==> src/rtl/des10_align.sv <==
// des10_align -- fabric 1:10 deserializer with word alignment.
//
// Samples one serial bit per rising clk edge and assembles 10-bit words
// LSB-first: q[0] is the oldest bit of the word, which matches OSER10's
// D0-first ordering. Word boundaries are moved one bit later per slip,
// either on a manual bitslip pulse (IDLE only) or automatically while
// searching for ALIGN_PATTERN after a rising edge of align_en.
//
// Ports:
//   clk         sampling clock, one serial bit per rising edge
//   rst_i       asynchronous active-low reset
//   din         serial data
//   bitslip     manual slip request, single-cycle pulse, honoured in IDLE
//   align_en    level; a rising edge starts automatic alignment
//   q           deserialized word (q[0] = first bit received)
//   q_valid     one-cycle strobe, high in the cycle q updates
//   pclk_o      divided word clock, period 10 clk (11 across a slip)
//   locked      alignment achieved
//   slip_count  total slips applied, mod 10

module des10_align #(
    parameter logic [9:0] ALIGN_PATTERN = 10'b0000011111,
    parameter int         LOCK_COUNT    = 4,
    parameter int         SLIP_HOLDOFF  = 2
) (
    input  logic       clk,
    input  logic       rst_i,
    input  logic       din,
    input  logic       bitslip,
    input  logic       align_en,
    output logic [9:0] q,
    output logic       q_valid,
    output logic       pclk_o,
    output logic       locked,
    output logic [3:0] slip_count
);

    localparam logic [1:0] ST_IDLE   = 2'd0;
    localparam logic [1:0] ST_SEARCH = 2'd1;
    localparam logic [1:0] ST_HOLD   = 2'd2;
    localparam logic [1:0] ST_LOCKED = 2'd3;

    localparam logic [3:0] LOCK_LAST = 4'(LOCK_COUNT - 1);
    localparam logic [2:0] HOLD_LAST = 3'(SLIP_HOLDOFF - 1);

    logic       din_r;
    logic [9:0] sr;
    logic [3:0] bcnt;
    logic       slip_pend;   // high for exactly the hold cycle of a slip
    logic       align_d;
    logic       align_rise;
    logic [1:0] state;
    logic [3:0] match_cnt;
    logic [2:0] hold_cnt;

    assign align_rise = align_en & ~align_d;

    // Datapath: input register, shift register, bit counter, word emission.
    // The shift register never stops; freezing only the bit counter for one
    // cycle is what pushes the next word boundary one bit later.
    always_ff @(posedge clk or negedge rst_i) begin
        if (!rst_i) begin
            din_r      <= 1'b0;
            sr         <= '0;
            bcnt       <= '0;
            q          <= '0;
            q_valid    <= 1'b0;
            pclk_o     <= 1'b0;
            slip_count <= '0;
        end else begin
            din_r  <= din;
            sr     <= {din_r, sr[9:1]};
            pclk_o <= (bcnt <= 4'd4);
            if (slip_pend) begin
                // Hold cycle: counter frozen, no emission even at bcnt==9.
                q_valid    <= 1'b0;
                slip_count <= (slip_count == 4'd9) ? 4'd0 : slip_count + 4'd1;
            end else if (bcnt == 4'd9) begin
                bcnt    <= '0;
                q       <= {din_r, sr[9:1]};
                q_valid <= 1'b1;
            end else begin
                bcnt    <= bcnt + 4'd1;
                q_valid <= 1'b0;
            end
        end
    end

    // Alignment state machine. align_d resets high so that align_en already
    // high when reset releases is not mistaken for a new request.
    always_ff @(posedge clk or negedge rst_i) begin
        if (!rst_i) begin
            state     <= ST_IDLE;
            locked    <= 1'b0;
            match_cnt <= '0;
            hold_cnt  <= '0;
            slip_pend <= 1'b0;
            align_d   <= 1'b1;
        end else begin
            align_d   <= align_en;
            slip_pend <= 1'b0;
            case (state)
                ST_IDLE: begin
                    if (bitslip) begin
                        slip_pend <= 1'b1;
                        locked    <= 1'b0;
                    end
                    if (align_rise) begin
                        state     <= ST_SEARCH;
                        locked    <= 1'b0;
                        match_cnt <= '0;
                    end
                end
                ST_SEARCH: begin
                    if (!align_en) begin
                        state  <= ST_IDLE;
                        locked <= 1'b0;
                    end else if (q_valid) begin
                        if (q == ALIGN_PATTERN) begin
                            if (match_cnt == LOCK_LAST) begin
                                state     <= ST_LOCKED;
                                locked    <= 1'b1;
                                match_cnt <= '0;
                            end else begin
                                match_cnt <= match_cnt + 4'd1;
                            end
                        end else begin
                            slip_pend <= 1'b1;
                            match_cnt <= '0;
                            hold_cnt  <= '0;
                            state     <= ST_HOLD;
                        end
                    end
                end
                ST_HOLD: begin
                    // Skip words that may straddle the moved boundary.
                    if (!align_en) begin
                        state  <= ST_IDLE;
                        locked <= 1'b0;
                    end else if (q_valid) begin
                        if (hold_cnt == HOLD_LAST) begin
                            state <= ST_SEARCH;
                        end else begin
                            hold_cnt <= hold_cnt + 3'd1;
                        end
                    end
                end
                ST_LOCKED: begin
                    // Alignment frozen; locked survives the drop of align_en.
                    if (!align_en) begin
                        state <= ST_IDLE;
                    end
                end
                default: begin
                    state <= ST_IDLE;
                end
            endcase
        end
    end

endmodule

==> config.mk <==
export PLATFORM = sky130hd
export DESIGN_NAME = des10_align
export DESIGN_NICKNAME = d
export VERILOG_FILES = /design/src/rtl/des10_align.sv
export SDC_FILE = /design/constraint.sdc
export NUM_CORES = 1
export LEC_CHECK = 0
export ABC_AREA = 1
export CAP_MARGIN = 20
export CORE_MARGIN = 2
export CORE_UTILIZATION = 55
export CTS_CLUSTER_DIAMETER = 30
export DETAILED_ROUTE_END_ITERATION = 8
export PLACE_DENSITY = 0.83
export REMOVE_ABC_BUFFERS = 1
export SKIP_LAST_GASP = 1
export SLEW_MARGIN = 10
export SYNTH_ARGS = -nofsm -noshare
export SYNTH_HDL_FRONTEND = slang
export SYNTH_SLANG_ARGS = --single-unit
==> constraint.sdc <==
create_clock -name clk -period 1.3 [get_ports clk]
set_input_delay 0.325 -clock clk [delete_from_list [all_inputs] [get_ports clk]]
set_output_delay 0.325 -clock clk [all_outputs]
set_load 0.005 [all_outputs]
# Word-level counts from Yosys, hierarchy flattened
# Cells that the tools add are included.
word_totals:
  latch_bits: 0
  ram_bits: 0
  ff_bits: 43
  output_inout_bits: 17
  wordCells: 94
  mem_count: 0
  rom_bits: 0
  input_bits: 5
classes:
  div_mod_pow: 0
  n_shift: 0
  n_lt_le_gt_ge: 1
  eq_ne: 24
  n_addsub: 4
  n_mul: 0
  bitwise: 3
  muxes: 40
  reduce_logical: 9
ops:
  columns: ["cell", "count"]
  rows:
  - ["2-to-1 mux 4 bit", 7]
  - ["2-to-1 mux 2 bit", 9]
  - ["2-to-1 mux 3 bit", 6]
  - ["!= test 2 bit, second input constant", 9]
  - ["!= test 3 bit, second input constant", 6]
  - ["2-to-1 mux 1 bit", 13]
  - ["adder 4 x 1 -> 4 bit, second input constant", 3]
  - ["AND reduction 6 bit", 2]
  - ["equality test 10 x 5 -> 1 bit, second input constant", 1]
  - ["equality test 4 bit, second input constant", 2]
  - ["case mux 2 bit (4 select lines)", 1]
  - ["case mux 4 bit (2 select lines)", 1]
  - ["AND reduction 7 bit", 1]
  - ["case mux 3 bit (2 select lines)", 1]
  - ["equality test 2 bit, second input constant", 2]
  - ["equality test 4 x 2 -> 1 bit, second input constant", 1]
  - ["less-or-equal comparator 4 x 3 -> 1 bit, second input constant", 1]
  - ["!= test 4 bit, second input constant", 1]
  - ["AND reduction 4 bit", 1]
  - ["nonzero test 2 bit", 2]
  - ["adder 3 x 1 -> 3 bit, second input constant", 1]
  - ["equality test 3 x 1 -> 1 bit, second input constant", 1]
  - ["case mux 1 bit (3 select lines)", 1]
  - ["nonzero test 3 bit", 1]
  - ["other kinds (6)", 7]

# Longest topological paths before layout
depth:
  word_depth: 6
  ltp_mapped: 10
  depth_no_buf: 10

# Worst setup path before layout
# OpenSTA, ideal clock, no wires.
synth_path:
  kind: "register -> register"
  startpoint: "register hold_cnt[0]"
  endpoint: "register hold_cnt[0]"
  synth_period_minus_slack_ps: 1168
  stages_incl_launch_ff: 8
  t_arrival_ps: 1046
  required_ps: 1177
  slack_ps: 132
  setup_time_ps: 123
  cell_sequence: "dfrtp_1 ha_1 nand2_1 nand2_2 a21oi_2 nand2_2 nand2_1 o21ai_1"
synth_via:
  elab_chain_cells: 5
  word_cells_on_any_way: 8
  classes_between: "add/sub: 1; eq/ne: 2; mux: 4; reduce/logical: 1"
synth_rtl:
  columns: ["element", "line", "text"]
  rows:
  - ["start: declaration", "54", "logic [2:0] hold_cnt;"]
  - ["start signal: assignment", "144", "hold_cnt <= hold_cnt + 3'd1;"]
  - ["adder 3 x 1 -> 3 bit", "144", null]
  - ["2-to-1 mux 3 bit", "141", "if (hold_cnt == HOLD_LAST) begin"]
  - ["2-to-1 mux 3 bit", "140", "end else if (q_valid) begin"]
  - ["2-to-1 mux 3 bit", "137", "if (!align_en) begin"]
  - ["case mux 3 bit (2 select lines)", "102", "case (state)"]
# Several ways; a longest one is shown, not always the timed one. The select of a mux whose other input is x is not followed.
# A chain may end at the register's enable or synchronous reset.

# Final worst setup path
layout_path:
  startpoint: "register hold_cnt[1]"
  endpoint: "register state[1]"
layout_via:
  elab_chain_cells: 3
layout_rtl:
  columns: ["element", "line", "text"]
  rows:
  - ["equality test 3 x 1 -> 1 bit", "141", null]
  - ["!= test 3 bit (no line)", null, null]
  - ["AND reduction 6 bit (no line)", null, null]
  - ["end signal: assignment", "138", "state <= ST_IDLE;"]
  - ["end signal: assignment", "142", "state <= ST_SEARCH;"]
  - ["end signal: assignment", "151", "state <= ST_IDLE;"]
  - ["end: declaration", "52", "logic [1:0] state;"]
# No other way between the ends.

==> results.md <==
- Total gr overflow: 0
- Core Rows: 21
- CP bufs+invs: 1
- CTS clk-pin slew, worst paths: 0.13 ns
- Leading area contributor after synthesis: dfrtp_1
- Fmax: 754.1 MHz
- Clock Skew: 0.02178 ns
- Synth cell types: 26
- Post-Synthesis Cell Area: 1954 sq um
- Initial Util: 0.5811
- Ys async rst share: 1.000
- Die area: 4046 sq um
- DR iter-0 viols: 72
- I/O pin count: 22
- Slowest stage delay, CP: 0.42 ns
- Final WL: 4236 um
- Synth cell count leaders: 70 x nand2_1, 41 x dfrtp_1, 22 x inv_1
- Final setup TNS: -0.03837 ns
- Hold Startpoint: align_en
- Vias per cell: 5.076
- Gr usage total: 0.2054
- Placeable Area: 3363 sq um
- CP Class: register to register
- Worst slew pin tran: 0.2980 ns
- Top cell type's share of synthesized area: 0.5250
- Die Wd: 63.61 um
- Antenna violations before repair: 0
- CTS tree: done
- Post-route DRC violation count: 0
- Hpwl dp: 2692 um
- RSZ-0062 raised after global routing: true
- FF+latch count, synth: 42
- N_diodes: 0
- Final hold slack: 0.3102 ns
- Cells after Synth: 224
- Final WS setup: -0.02603 ns
- Final Setup Violations: 2
- Outcome: finished with violations
- Most frequent cell after synthesis: nand2_1
- Post-layout util: 0.7392
- WP data arrival: 1.59 ns
- First-pass GRT wire length: 6465 um
- Max-cap violations: 0
- CTS Sinks: 42
- PD cells: 2061 nW/um^2
- Maximum vdd drop: 1.242 mV
- Worst Path Max Fanout: 3
- GP Congestion: 0.8953
- Largest net degree at the start of global routing: 33
- Final Total Pwr: 0.005124 W
- Fin crit period: 1.326 ns
- Tcrit/Tclk final: 1.020
- Layout area overhead: 27.21%
- Crit path top cell by count: nand2_2
- Vias in the first global route: 1539
- Delay-heaviest family, CP: simple AND/OR/NAND/NOR gates
- Ys flop type: dfrtp_1
- Latest clock arrival within the worst-skew pair: 0.36 ns
- Worst EP required: 1.57 ns
- PortBufs: 21
- Critical path origin: hold_cnt[1]
- Yosys warnings: 0
- Die Y: 63.61 um
- Nets: 288
- Slowest cell on crit path: dfrtp_1
- Worst Hold Class: primary input to register
- Clk root buf: clkbuf_4
- CP endpoint kind: register
- Top post-synthesis cells by area: dfrtp_1 52%, nand2_1 13%, inv_1 4.2%
- Setup crit start kind: register
- Clock buffer depth: 2
- DR WL/cell: 12.95 um
- EDFF count, synth: 0
- Final hold violations: 0
- Crit-path cells: inv_1 > ha_2 > nand2_2 > nand3_1 > nand2_2 > nor2_4 > nand2_2 > nand2_1 > nand2_1
- Reg2reg start: hold_cnt[1]
- DP Worst Slack: -0.4026 ns
- Syn avg cell area: 8.725 sq um
- Worst slew margin: 0.8013
- Final slew viol count: 0
- Failing checks: negative setup slack
- P_leak: 1.286 nW
- Share of cells above drive strength 1: 0.3594
- Vias: 1660
- H-Tree Depth: 2
- Remaining antenna violation count after routing: 0
- Number of buffers created by CTS: 5
- Pre-antenna DRT Iters: 4
- Seq/Total Area, Yosys: 0.5384
## worst register-to-register path: cells and delay by family (launching register included)
kind	cells	cell delay (ns)
buffers and inverters	1	0.09
AND/OR/NAND/NOR	7	0.54
adder cells (fa/ha/maj)	1	0.19
flip-flops	1	0.42
## report_power, final
part / switching [W] / leakage, nW / internal, W
sequential: 0.000285 / 0.521 / 0.00168
clock: 0.000427 / 0.0322 / 0.000213
combinational: 0.00141 / 0.733 / 0.00111
## worst paths after layout
kind | end | slack, ns | cells after the start
worst max-delay path | state[1] | -0.03 | 9
worst min register to register | sr[7] | 0.37 | 0
worst max register to register | state[1] | -0.03 | 9
worst min-delay path | align_d | 0.31 | 1
min in group asynchronous | hold_cnt[2] | 0.35 | 2
max in group asynchronous | locked | 0.48 | 3
## sequential cells by signal, indices dropped and copies added (netlist names)
signal      cells
slip_pend       1
hold_cnt        3
align_d         1
bcnt            4
slip_count      4
state           2
din_r           1
pclk_o          1
q_valid         1
locked          1
sr              9
q              10
match_cnt       4
## repair_timing
item,CTS,global route
hold buffers,1,0
endpoints found under the setup margin,24,23
hold endpoints to repair,9,0
resized for setup,53,35
pin swaps,0,11
gates cloned,0,1
buffers inserted,9,6
## cell usage in the layout (no fill, tap or decap), types with 2 or more instances in the layout
cell type,instances
a21oi_1,2
buf_2,9
buf_4,25
buf_6,2
clkbuf_2,10
clkbuf_4,5
clkdlybuf4s50_1,2
dfrtp_1,39
dfrtp_2,2
ha_2,2
inv_1,22
inv_2,6
nand2_1,62
nand2_2,17
nand3_1,9
nand3_2,2
nand4_1,4
nor2_1,17
nor2_2,4
nor2_4,3
o21ai_0,5
o21ai_1,5
o21ai_2,2
xor2_1,6
## stage by stage
step                cells  cell area [sq um]
floorplan             221               1921
global placement      302               2301
detailed placement    302               2301
CTS                   320               2405
global route          327               2486
finish                327               2486
## logic make-up (layout without fill, tap and decap cells)
logic type | count (synthesis) | after routing | synth area share
buffers and inverters | 33 | 90 | 0.07490
flip-flops | 42 | 42 | 0.5384
adder cells (fa/ha/maj) | 3 | 3 | 0.01921
XOR/XNOR | 6 | 6 | 0.02689
AO/OA/AOI/OAI | 17 | 17 | 0.04802
AND/OR/NAND/NOR | 123 | 123 | 0.2926
## per-layer routing
layer  wire [um]  GRT usage  vias up
li1            -          -      806
met1        1793     0.2536      795
met2        2182     0.3447       50
met3         197    0.05357        9
met4          63    0.07880        0
met5           0          0        -
## layout make-up
class | instances | area [sq um]
Clock buffer | 6 | 41.29
Multi-Input combinational cell | 149 | 829.5
Clock inverter | 2 | 13.76
Fill cell | 258 | 877.1
Sequential cell | 42 | 1055
Timing Repair Buffer | 52 | 374.1
Inverter | 30 | 115.1
Tap cell | 46 | 57.56
No activity file was read; power rests on OpenSTA's default activity.
